==> src/rtl/plot_receiver.sv <==
// plot_receiver: buffers pixel writes from a drawing datapath into a small
// first-word-fall-through FIFO in front of a framebuffer write port.
// Stage 1 registers the pixel and its linear address, stage 2 pushes it into
// the FIFO, and the FIFO head drives the framebuffer port directly.
// Optional feature macro: PLOT_RECEIVER_CLIP_EN discards off-screen pixels
// at stage 2 and counts them in clip_count.
module plot_receiver #(
  parameter int RES_X = 160,
  parameter int RES_Y = 120,
  parameter int DEPTH = 8
) (
  input  logic        clk,
  input  logic        reset,
  input  logic        plot,
  input  logic [8:0]  x,
  input  logic [8:0]  y,
  input  logic [2:0]  color,
  output logic        mem_we,
  output logic [14:0] mem_addr,
  output logic [2:0]  mem_data,
  input  logic        mem_ready,
  output logic [4:0]  fifo_level,
  output logic        overflow,
  output logic [15:0] clip_count,
  output logic        busy
);

  localparam int         PTR_W   = (DEPTH > 1) ? $clog2(DEPTH) : 1;
  localparam logic [4:0] DEPTH_L = 5'(DEPTH);

  // ---------------------------------------------------------------------------
  // Stage 1: pixel register
  // ---------------------------------------------------------------------------
  logic        s1_valid;
  logic [14:0] s1_addr;
  logic [2:0]  s1_color;
  logic [14:0] addr_calc;

  // All operands are 15 bits wide so the sum wraps modulo 2^15, which is the
  // same as computing the full address and keeping the low 15 bits.
  assign addr_calc = 15'(y) * 15'(RES_X) + 15'(x);

`ifdef PLOT_RECEIVER_CLIP_EN
  logic s1_clip;
  logic off_screen;

  assign off_screen = (32'(x) >= 32'(RES_X)) || (32'(y) >= 32'(RES_Y));

  // Capture the off-screen decision alongside the pixel; it is acted on in stage 2.
  always_ff @(posedge clk) begin
    if (reset) begin
      s1_clip <= 1'b0;
    end else begin
      s1_clip <= off_screen;
    end
  end
`endif

  // Register the incoming pixel; plot during reset is ignored.
  always_ff @(posedge clk) begin
    if (reset) begin
      s1_valid <= 1'b0;
      s1_addr  <= '0;
      s1_color <= '0;
    end else begin
      s1_valid <= plot;
      s1_addr  <= addr_calc;
      s1_color <= color;
    end
  end

  // ---------------------------------------------------------------------------
  // Stage 2: push decision
  // ---------------------------------------------------------------------------
  logic push_req;

`ifdef PLOT_RECEIVER_CLIP_EN
  assign push_req = s1_valid && !s1_clip;
`else
  assign push_req = s1_valid;
`endif

  // ---------------------------------------------------------------------------
  // FIFO (first-word-fall-through)
  // ---------------------------------------------------------------------------
  logic [14:0]      fifo_addr  [DEPTH];
  logic [2:0]       fifo_color [DEPTH];
  logic [PTR_W-1:0] wr_ptr;
  logic [PTR_W-1:0] rd_ptr;
  logic [4:0]       level;
  logic             empty;
  logic             full;
  logic             pop;
  logic             push;

  assign empty = (level == '0);
  assign full  = (level == DEPTH_L);
  assign pop   = !empty && mem_ready;
  // When full, a simultaneous pop frees the slot the push writes into.
  assign push  = push_req && (!full || pop);

  // Entry storage; no reset needed because outputs are gated by empty.
  always_ff @(posedge clk) begin
    if (push) begin
      fifo_addr[wr_ptr]  <= s1_addr;
      fifo_color[wr_ptr] <= s1_color;
    end
  end

  // Pointer, occupancy and sticky overflow bookkeeping.
  always_ff @(posedge clk) begin
    if (reset) begin
      wr_ptr   <= '0;
      rd_ptr   <= '0;
      level    <= '0;
      overflow <= 1'b0;
    end else begin
      if (push) begin
        wr_ptr <= wr_ptr + 1'b1;
      end
      if (pop) begin
        rd_ptr <= rd_ptr + 1'b1;
      end
      case ({push, pop})
        2'b10:   level <= level + 1'b1;
        2'b01:   level <= level - 1'b1;
        default: level <= level;
      endcase
      if (push_req && full && !pop) begin
        overflow <= 1'b1;
      end
    end
  end

  // ---------------------------------------------------------------------------
  // Clip counter
  // ---------------------------------------------------------------------------
`ifdef PLOT_RECEIVER_CLIP_EN
  logic [15:0] clip_cnt;

  // Count discarded off-screen pixels, saturating at all-ones.
  always_ff @(posedge clk) begin
    if (reset) begin
      clip_cnt <= '0;
    end else if (s1_valid && s1_clip && (clip_cnt != '1)) begin
      clip_cnt <= clip_cnt + 1'b1;
    end
  end

  assign clip_count = clip_cnt;
`else
  assign clip_count = '0;
`endif

  // ---------------------------------------------------------------------------
  // Outputs
  // ---------------------------------------------------------------------------
  // Head entry drives the port; forced to zero when empty so the port reads 0
  // out of reset and never exposes stale storage.
  always_comb begin
    mem_addr = '0;
    mem_data = '0;
    if (!empty) begin
      mem_addr = fifo_addr[rd_ptr];
      mem_data = fifo_color[rd_ptr];
    end
  end

  assign mem_we     = !empty;
  assign fifo_level = level;
  assign busy       = s1_valid || !empty;

endmodule

==> config.mk <==
export PLATFORM = sky130hd
export DESIGN_NAME = plot_receiver
export DESIGN_NICKNAME = d
export VERILOG_FILES = /design/src/rtl/plot_receiver.sv
export SDC_FILE = /design/constraint.sdc
export NUM_CORES = 1
export LEC_CHECK = 0
export CAP_MARGIN = 20
export CORE_MARGIN = 2
export CORE_UTILIZATION = 57
export DETAILED_ROUTE_END_ITERATION = 10
export PLACE_DENSITY_LB_ADDON = 0.3
export SLEW_MARGIN = 20
export SYNTH_ARGS = -nofsm -noshare
export SYNTH_HDL_FRONTEND = slang
export SYNTH_SLANG_ARGS = --single-unit
==> constraint.sdc <==
create_clock -name clk -period 4.4 [get_ports clk]
set_input_delay 0.66 -clock clk [delete_from_list [all_inputs] [get_ports clk]]
set_output_delay 0.66 -clock clk [all_outputs]
set_load 0.02 [all_outputs]
-- Yosys cells after proc, flatten, opt, wreduce, memory -nomap -nowiden
Memories as Yosys holds them, arrays and structs flattened. A register that Yosys moved wholly into a read port is not among the register bits.
Cells that the tools add are included.
- register bits after elaboration: 31
- logic and storage cells: 38
- memories kept: 2
- output and inout bits: 42
- ROM bits: 0
- RAM bits: 144
- input bits: 25
- latch bits: 0
- add/subtract/negate cells: 5
- divide/modulo/power cells: 0
- bitwise operators: 0
- reductions and logical operators: 11
- equality and inequality tests: 3
- shift-type cells: 0
- mux-type cells: 9
- magnitude comparators: 0
- multiply operators: 1
- memories (memory ; depth ; width ; read ports ; clocked after Yosys merged registers in ; write ports ; line ; text):
    fifo_addr ; 8 ; 15 ; 1 ; 1 ; 1 ; 86 ; logic [14:0] fifo_addr [DEPTH];
    fifo_color ; 8 ; 3 ; 1 ; 1 ; 1 ; 87 ; logic [2:0] fifo_color [DEPTH];
- operators by type and width (kind ; count):
    $add A15 B9 Y15 ; 1
    $mux W15 ; 1
    $mux W3 ; 5
    $mul A9 B3 Y10 const B ; 1
    $pmux W5 S2 ; 1
    $add A3 B1 Y3 const B ; 2
    $add A5 B1 Y5 const B ; 1
    $eq A5 B4 Y1 const B ; 1
    $logic_not A5 Y1 ; 1
    $sub A5 B1 Y5 const B ; 1
    $logic_and A1 B1 Y1 ; 4
    $logic_not A1 Y1 ; 3
    $eq A2 B1 Y1 const B ; 1
    $eq A2 B2 Y1 const B ; 1
    $logic_or A1 B1 Y1 ; 2
    $mux W1 ; 2
    $reduce_bool A2 Y1 ; 1

-- Longest topological paths before layout
Gate-level depths: netlist of the first run.
- depth after elaboration: 7
- mapped depth: 11
- depth with buffers taken out: 11

-- Worst setup path after synthesis of the first run
OpenSTA, ideal clock, no wires.
- path type: in2reg
- from: input port mem_ready
- to: memory fifo_addr[0][0] (enable)
- slack: 988 ps
- arrival time: 2973 ps
- data required time: 3961 ps
- stages: 4
- cell sequence: inv_1 a31oi_1 inv_2 nor4_1
- longest elaborated chain between the ends: 5
- RTL lines (element ; line ; text):
    start, declared ; 21 ; input logic mem_ready,
    $logic_and A1 B1 Y1 ; 98 ; assign pop = !empty && mem_ready;
    $logic_or A1 B1 Y1 ; 100 ; assign push = push_req && (!full || pop);
    $logic_and A1 B1 Y1 ; 100 ;
    $mux W1 ; 104 ; if (push) begin
    $mux W1 (not written as such) ; 105 ; fifo_addr[wr_ptr] <= s1_addr;
    end, declared ; 86 ;
Every way passes these cells.

==> flow_summary_export.csv, run 1 <==
group,metric,value,unit
outcome,run_status,"completed",
drt,drt_iter0_drc,369,
sta,relSlewSlack,39.6,%
placed_design,pre_cts_ws,0.850,ns
grt,grt_pass1_wl,21200,µm
drt,vias,3957,
sta,finalCriticalPeriod,3.46,ns
setup_path,crit_path_end_kind,"primary output",
hold_path,min_path_type,"flop to flop",
sta,skew,0.00912,ns
synth,ys.flop_type,"edfxtp_1",
die,io_pins,67,
synth,syn_area_per_cell,16.6,µm²
pwr,leakagePower,3.00,nW
die,die_h,119,µm
final_layout,nNetsFinal,568,
drt,first_pass_iters,4,
synth,yosysTopAreaCell,"edfxtp_1",
placed_design,post_dp_cell_area,8200,µm²
clocking,htreeDepth,4,
clocking,post-cts-setup-buffer-count,0,
die,die_width,119,µm
grt,grt_pass1_vias,4077,
placed_design,port_buffers,50,
final_layout,n_fill_cell,879,
die,start_util,58.9,%
pwr,total_power,5.05,mW
final_layout,n_antenna_cell,0,
grt,grt_overflow,0,
pwr,p_comb_share,30.4,%
die,rows,41,
setup_path,cp.arrival,2.80,ns
pwr,switching_share,29.5,%
drt,final_antenna_net_count,0,
drt,viasPerCell,5.64,
sta,timing.fmax,289,MHz
die,coreArea,12700,µm²
pwr,p_sw,1.49,mW
final_layout,final_area,8780,µm²
final_layout,drive_above_1_share,17.7,%
placed_design,place.gp.congestion,0.770,
setup_path,crit_required,3.74,ns
clocking,cts_sinks,178,
job,maxCapViolCount,0,
drt,drc,0,
synth,syn-cell-area,7490,µm²
synth,synthArstFlopShare,0,%
sta,drv_slew,0,
clocking,clk_pin_slew,0.06,ns
setup_path,cp-start-kind,"flop",
sta,setup_tns,0,ns
final_layout,area.growth.synth_to_final,17.2,%
synth,synth-edff-count,144,
setup_path,r2r_cells,11,
synth,synthTopCellsByArea,"edfxtp_1, mux4_2, dfxtp_1",
setup_path,worst_setup_path_endpoint,"mem_addr[12]",
synth,synth_cells,452,
clocking,cts_tree,"built",
setup_path,rr_endpoint,"fifo_level[4]$_SDFFE_PP0P_",
clocking,cts.repair.resized,0,
sta,hold_violations,0,
grt,grt_max_degree,37,
synth,ys_ff_latch,178,
placed_design,hpwl,8200,µm
sta,post-route-period-util,78.6,%
drt,wl_per_cell,19.1,µm
setup_path,ff2ff_setup_slack,1.45,ns
sta,holdWs,0.502,ns
sta,rsz0062_at_grt,"no",
die,die-area,14100,µm²
setup_path,crit_type,"flop to primary output",
setup_path,r2r_start,"fifo_level[0]$_SDFFE_PP0P_",
pwr,powerDensity,575,nW/µm²
drt,routed_wl,13400,µm
final_layout,fin_cells,702,
sta,finalSetupViolations,0,
grt,antenna_found_initial,0,
grt,grt_usage,20.3,%
pwr,ir_worst_vdd,0.000617,V
sta,tightest_slew,0.904,ns
synth,synth.distinct_cells,51,
clocking,cts_hold_buf,0,
pwr,p_int,3.56,mW
clocking,clockBufferDepth,2,
placed_design,dp.cells,670,
synth,synth_warnings,0,
pwr,p_clk_share,28.9,%
final_layout,final_util,69.0,%
sta,worst_slack,0.940,ns
setup_path,crit_path_max_fanout,20,
synth,yosys.area.top_type_share,57.7,%
synth,seq_area_frac_synth,66.8,%
pwr,p_seq_share,40.7,%
clocking,numCtsBuffers,17,
clocking,ctsRootBufferMaster,"clkbuf_16",
clocking,insertion_delay,0.42,ns
-- layout make-up --
type | instances | area [µm²] | area share (%)
inverters | 14 | 52.6 | 0.599
clock buffers | 20 | 437 | 4.98
multi-input cells | 243 | 2320 | 26.4
flip-flops and latches | 178 | 5010 | 57.0
repair buffers | 63 | 611 | 6.96
well taps | 172 | 215 | 2.45
clock inverters | 12 | 140 | 1.60
-- cells in the final DEF (no fill, tap or decap), types with 4 or more instances in the layout --
master / instances
buf_4: 12
nor2b_1: 15
dfxtp_1: 33
edfxtp_1: 144
mux2i_1: 20
nor3_1: 4
inv_1: 12
ha_1: 23
xor2_1: 6
nor2_1: 40
conb_1: 16
clkdlybuf4s50_1: 50
mux4_2: 36
clkbuf_16: 17
nand2_1: 12
a21oi_1: 12
nor3_2: 4
clkinv_2: 4
xnor2_1: 6
a21o_1: 5
-- synth_stat cells, types with 2 or more instances --
master / number
and3_1: 3
buf_4: 19
mux2i_1: 20
xnor2_1: 6
nor2_1: 40
dfxtp_1: 34
mux4_2: 36
buf_2: 4
inv_2: 2
fa_1: 3
edfxtp_1: 144
clkbuf_1: 5
xor2_1: 6
a21o_1: 5
o31ai_1: 2
nor2b_1: 15
nand2b_1: 3
o21ai_0: 2
o21ai_2: 2
a21oi_1: 12
buf_1: 3
nor4_1: 2
inv_1: 12
ha_1: 23
nand4_1: 2
nand2_1: 12
o21ai_1: 2
nor3_1: 8
and2_1: 3
-- layer usage --
layer	GRT usage (%)	vias up	routed length (µm)	part of all wire (%)
li1	-	1821	-	-
met1	26.5	2004	5810	43
met2	33.5	121	6830	51
met3	4.49	11	597	4.5
met4	7.51	0	149	1.1
met5	0	-	0	0
-- worst max-delay path: stages (launching register included) --
cell	delay [ns]
dfxtp_2	0.76
buf_12	0.29
mux4_2	0.52
mux2i_1	0.20
nor2_1	0.06
clkdlybuf4s50_1	0.54
-- state kept, by name, indices dropped and copies added (netlist names), named ones only --
| signal | count |
|---|---|
| fifo_addr | 120 |
| fifo_color | 24 |
| fifo_level | 5 |
| overflow | 1 |
| push_req | 1 |
| rd_ptr | 3 |
| s1_addr | 15 |
| s1_color | 3 |
| wr_ptr | 3 |
-- kinds of logic after synthesis --
logic type | share of synthesized area [%]
AO/OA/AOI/OAI | 3.39
XOR/XNOR | 1.40
adder cells (fa/ha/maj) | 4.65
buffers and inverters | 3.34
flip-flops | 66.8
multiplexers | 13.7
other | 0.0501
AND/OR/NAND/NOR | 6.68
-- worst min path at each step --
| stage | startpoint | to | slack (ns) | cells after the start |
|---|---|---|---|---|
| global placement | overflow$_SDFFE_PP0P_ | overflow$_SDFFE_PP0P_ | 0.47 | 2 |
| global route | overflow$_SDFFE_PP0P_ | overflow$_SDFFE_PP0P_ | 0.55 | 2 |
| finish | overflow$_SDFFE_PP0P_ | overflow$_SDFFE_PP0P_ | 0.50 | 2 |
| detailed placement | overflow$_SDFFE_PP0P_ | overflow$_SDFFE_PP0P_ | 0.50 | 2 |
| floorplan | rd_ptr[1]$_SDFFE_PP0N_ | flop | 0.48 | 2 |
| CTS | overflow$_SDFFE_PP0P_ | overflow$_SDFFE_PP0P_ | 0.52 | 2 |
-- power groups by stage --
stage               Combinational, mW  Sequential, mW  Clock [mW]
floorplan                        1.04            2.04           0
global placement                 1.52            2.08           0
detailed placement               1.55            2.09           0
CTS                              1.56            2.06        1.48
global route                     1.66            2.07        1.55
finish                           1.53            2.05        1.46
Note: power is estimated with default switching activity, not from simulation.
==> run 2, diff against run 1 <==
- CORE_UTILIZATION: 57 -> 52
- clock period: 4.4 -> 3 ns (I/O delays scaled with it)
==> flow_summary_export.csv, run 2 (synthesis gave the netlist of run 1 again) <==
group,metric,value,unit
final_layout,area.growth.synth_to_final,20.4,%
die,die_width,124,µm
hold_path,min_path_type,"flop to flop",
final_layout,most-common-layout-cells,"edfxtp_1, clkdlybuf4s50_1, nor2_1, mux4_2, dfxtp_1",
clocking,clockBufferDepth,2,
clocking,clk_pin_slew,0.07,ns
placed_design,pre_cts_ws,-0.122,ns
die,die-area,15400,µm²
placed_design,place.gp.congestion,0.796,
sta,skew,0.0102,ns
setup_path,crit_type,"flop to primary output",
sta,post-route-period-util,95.7,%
die,start_util,53.5,%
grt,grt_usage,19.3,%
drt,drt_iter0_drc,258,
drt,drc,0,
placed_design,port_buffers,50,
sta,hold_violations,0,
setup_path,crit_required,2.55,ns
clocking,cts_sinks,178,
grt,grt_max_degree,37,
sta,holdWs,0.480,ns
drt,viasPerCell,5.45,
final_layout,final_common_cell,"edfxtp_1",
placed_design,hpwl,8560,µm
clocking,cts_tree,"built",
drt,wl_per_cell,18.6,µm
outcome,run_status,"completed",
setup_path,cp.arrival,2.42,ns
job,maxCapViolCount,0,
sta,finalSetupViolations,0,
pwr,leakagePower,3.16,nW
die,die_h,124,µm
sta,tightest_slew,0.515,ns
final_layout,final_util,64.5,%
drt,vias,3980,
clocking,numCtsBuffers,17,
die,io_pins,67,
setup_path,crit_path_max_fanout,21,
clocking,ctsRootBufferMaster,"clkbuf_16",
sta,timing.fmax,348,MHz
sta,relSlewSlack,65.5,%
pwr,powerDensity,845,nW/µm²
drt,first_pass_iters,6,
final_layout,n_antenna_cell,0,
clocking,htreeDepth,4,
final_layout,top_register,"fifo_addr",
die,coreArea,14000,µm²
grt,grt_overflow,0,
sta,worst_slack,0.128,ns
setup_path,cp-start-kind,"flop",
sta,drv_slew,0,
sta,rsz0062_at_grt,"no",
pwr,total_power,7.62,mW
final_layout,reg.largest.list,"fifo_addr (120), fifo_color (24), s1_addr (15)",
grt,antenna_found_initial,0,
clocking,insertion_delay,0.43,ns
pwr,ir_worst_vdd,0.000509,V
setup_path,crit_path_end_kind,"primary output",
final_layout,nNetsFinal,588,
sta,finalCriticalPeriod,2.87,ns
grt,grt_pass1_vias,4061,
drt,routed_wl,13600,µm
drt,final_antenna_net_count,0,
die,rows,43,
grt,grt_pass1_wl,21300,µm
final_layout,largest_reg_flops,120,
final_layout,drive_above_1_share,21.6,%
==> run 2: changes by cell type in the layout (fill, tap and decap cells not counted), moves of 2 or more <==
cell        previous run  this run
buf_4                 12        29
inv_8                  0         5
clkinv_2               4         0
inv_6                  0         4
clkbuf_1               3         0
clkinv_8               0         3
clkinvlp_4             3         0
buf_12                 1         3
bufinv_16              3         1
clkinv_1               2         0
clkinv_4               0         2
==> run 2: timing repair <==
item	4_1_cts	5_1_grt
resized for setup	1	2
hold buffers	0	0
setup buffers	0	3
setup endpoints to repair	5	5
==> run 2: final timing paths <==
| path | startpoint | to | slack [ns] | depth (start not counted) |
|---|---|---|---|---|
| hold reg to reg | overflow$_SDFFE_PP0P_ | overflow$_SDFFE_PP0P_ | 0.48 | 2 |
| hold / removal | overflow$_SDFFE_PP0P_ | overflow$_SDFFE_PP0P_ | 0.48 | 2 |
| setup reg to reg | fifo_level[0]$_SDFFE_PP0P_ | fifo_level[4]$_SDFFE_PP0P_ | 0.22 | 10 |
| setup / recovery | fifo_level[0]$_SDFFE_PP0P_ | mem_addr[5] | 0.13 | 5 |
==> run 2: worst max-delay path: stages, from the launching register on <==
cell and delay (ns):
dfxtp_1 0.38, or4_4 0.58, nor2_4 0.11, buf_6 0.25
nor2_1 0.12, clkdlybuf4s50_1 0.55
==> run 2: report_power, final <==
| group | internal, mW | switching, mW | leakage (nW) |
|---|---|---|---|
| sequential | 2.82 | 0.144 | 1.60 |
| combinational | 1.20 | 1.22 | 1.25 |
| clock | 1.20 | 1.03 | 0.301 |
| total | 5.23 | 2.39 | 3.16 |
==> run 2: layout make-up <==
class / instances / area, µm²
Clock buffer: 17 / 425
Clock inverter: 15 / 188
Fill cell: 1015 / 4970
Inverter: 14 / 52.6
Multi-Input combinational cell: 243 / 2320
Sequential cell: 178 / 5010
Tap cell: 180 / 225
Timing Repair Buffer: 83 / 792
==> run 2: per-layer routing <==
metal	global-route usage (%)	routed length [µm]
met1	24.2	5830
met2	33.7	7100
met3	4.58	469
met4	5.27	148
met5	0	0
==> run 2: metrics by stage <==
stage	area, µm²	std cells	TNS, ns
6_report	9020	730	0
5_1_grt	9020	730	0
4_1_cts	8990	727	0
3_5_place_dp	8370	695	-0.144
3_3_place_gp	8370	695	-0.0757
2_1_floorplan	7550	467	0
==> run 3, diff against run 2 <==
- TNS_END_PERCENT: not set -> 20
==> flow_summary_export.csv, run 3 (synthesis gave the netlist of run 1 again) <==
group,metric,value,unit
setup_path,crit_path_max_fanout,15,
final_layout,reg.largest.list,"fifo_addr (120), fifo_color (24), s1_addr (15)",
grt,grt_usage,19.3,%
final_layout,largest_reg_flops,120,
final_layout,nNetsFinal,585,
setup_path,cp-start-kind,"flop",
die,io_pins,67,
die,coreArea,14000,µm²
setup_path,cp.arrival,2.43,ns
sta,relSlewSlack,65.5,%
final_layout,most-common-layout-cells,"edfxtp_1, clkdlybuf4s50_1, nor2_1, mux4_2, dfxtp_1",
final_layout,top_register,"fifo_addr",
sta,drv_slew,0,
placed_design,hpwl,8560,µm
final_layout,area.growth.synth_to_final,20.2,%
hold_path,hold_depth,2,
sta,timing.fmax,347,MHz
sta,skew,0.0102,ns
clocking,ctsRootBufferMaster,"clkbuf_16",
setup_path,crit_path_end_kind,"primary output",
final_layout,final_common_cell,"edfxtp_1",
pwr,powerDensity,843,nW/µm²
grt,grt_pass1_vias,4061,
drt,routed_wl,13500,µm
sta,rsz0062_at_grt,"no",
setup_path,crit_type,"flop to primary output",
pwr,ir_worst_vdd,0.000509,V
grt,antenna_found_initial,0,
clocking,htreeDepth,4,
die,die-area,15400,µm²
clocking,numCtsBuffers,17,
hold_path,min_path_type,"flop to flop",
setup_path,crit_required,2.55,ns
sta,tightest_slew,0.515,ns
die,die_width,124,µm
grt,grt_overflow,0,
hold_path,hp-start,"overflow$_SDFFE_PP0P_",
clocking,insertion_delay,0.43,ns
drt,viasPerCell,5.46,
drt,final_antenna_net_count,0,
drt,wl_per_cell,18.6,µm
clocking,cts.repair.resized,1,
setup_path,r2r_start,"fifo_level[0]$_SDFFE_PP0P_",
drt,first_pass_iters,4,
die,rows,43,
clocking,cts_tree,"built",
drt,drc,0,
job,maxCapViolCount,0,
final_layout,drive_above_1_share,21.2,%
sta,finalSetupViolations,0,
setup_path,ff2ff_setup_slack,0.22,ns
sta,post-route-period-util,96.1,%
clocking,cts_sinks,178,
die,start_util,53.5,%
pwr,leakagePower,3.17,nW
sta,hold_violations,0,
clocking,post-cts-setup-buffer-count,0,
grt,grt_pass1_wl,21300,µm
outcome,run_status,"completed",
setup_path,r2r_cells,10,
die,die_h,124,µm
clocking,cts_hold_buf,0,
clocking,clk_pin_slew,0.07,ns
grt,grt_max_degree,37,
sta,finalCriticalPeriod,2.88,ns
setup_path,rr_endpoint,"fifo_level[4]$_SDFFE_PP0P_",
sta,setup_tns,0,ns
clocking,clockBufferDepth,2,
pwr,total_power,7.58,mW
placed_design,port_buffers,50,
final_layout,n_antenna_cell,0,
placed_design,place.gp.congestion,0.796,
hold_path,hold_end,"overflow$_SDFFE_PP0P_",
final_layout,final_area,9000,µm²
placed_design,post_dp_cell_area,8370,µm²
drt,drt_iter0_drc,244,
drt,vias,3972,
## run 3: worst max-delay path by stage
stage / startpoint / to / slack [ns] / cells after the start
2_1_floorplan: fifo_level[0]$_SDFFE_PP0P_ / fifo_addr[4][0]$_DFFE_PP_ / 0.15 / 4
3_3_place_gp: y[1] / s1_addr[14]$_SDFF_PP0_ / -0.08 / 9
5_1_grt: fifo_level[0]$_SDFFE_PP0P_ / fifo_level[4]$_SDFFE_PP0P_ / 0.008 / 10
6_report: flop / mem_addr[10] / 0.12 / 5
3_5_place_dp: y[1] / s1_addr[14]$_SDFF_PP0_ / -0.12 / 9
4_1_cts: fifo_level[0]$_SDFFE_PP0P_ / mem_addr[5] / 0.01 / 5
## run 3: stage by stage
stage	hold slack (ns)	std cells	utilization [%]	setup WS (ns)
4_1_cts	0.491	727	64.2	0.0134
2_1_floorplan	0.477	467	-	0.153
5_1_grt	0.512	727	64.3	0.00762
6_report	0.480	727	64.3	0.116
3_3_place_gp	0.459	695	59.8	-0.0757
3_5_place_dp	0.472	695	59.8	-0.122
## run 3: area by class of cell
| type | count | area, µm² |
|---|---|---|
| clock buffers | 17 | 425 |
| clock inverters | 15 | 188 |
| fillers | 1016 | 4990 |
| inverters | 14 | 52.6 |
| multi-input cells | 243 | 2320 |
| flip-flops and latches | 178 | 5010 |
| well taps | 180 | 225 |
| repair buffers | 80 | 774 |
## run 3: critical path: stages (launching register included)
cell	delay [ns]
dfxtp_4	0.46
buf_12	0.20
mux4_2	0.51
mux2i_1	0.21
nor2_1	0.07
clkdlybuf4s50_1	0.54
## run 3: report_power, final
part           total [mW]  internal, mW  switching (mW)
clock network        2.23          1.20            1.03
registers            2.98          2.83           0.155
logic                2.37          1.17            1.20
## run 3: metal layers
layer  vias to the layer above  GRT usage [%]  routed length (µm)
met4                         0           5.27                 158
met3                        12           4.58                 431
li1                       1860              -                   -
met1                      2025           24.2                5850
met5                         -              0                   0
met2                        75           33.7                7110
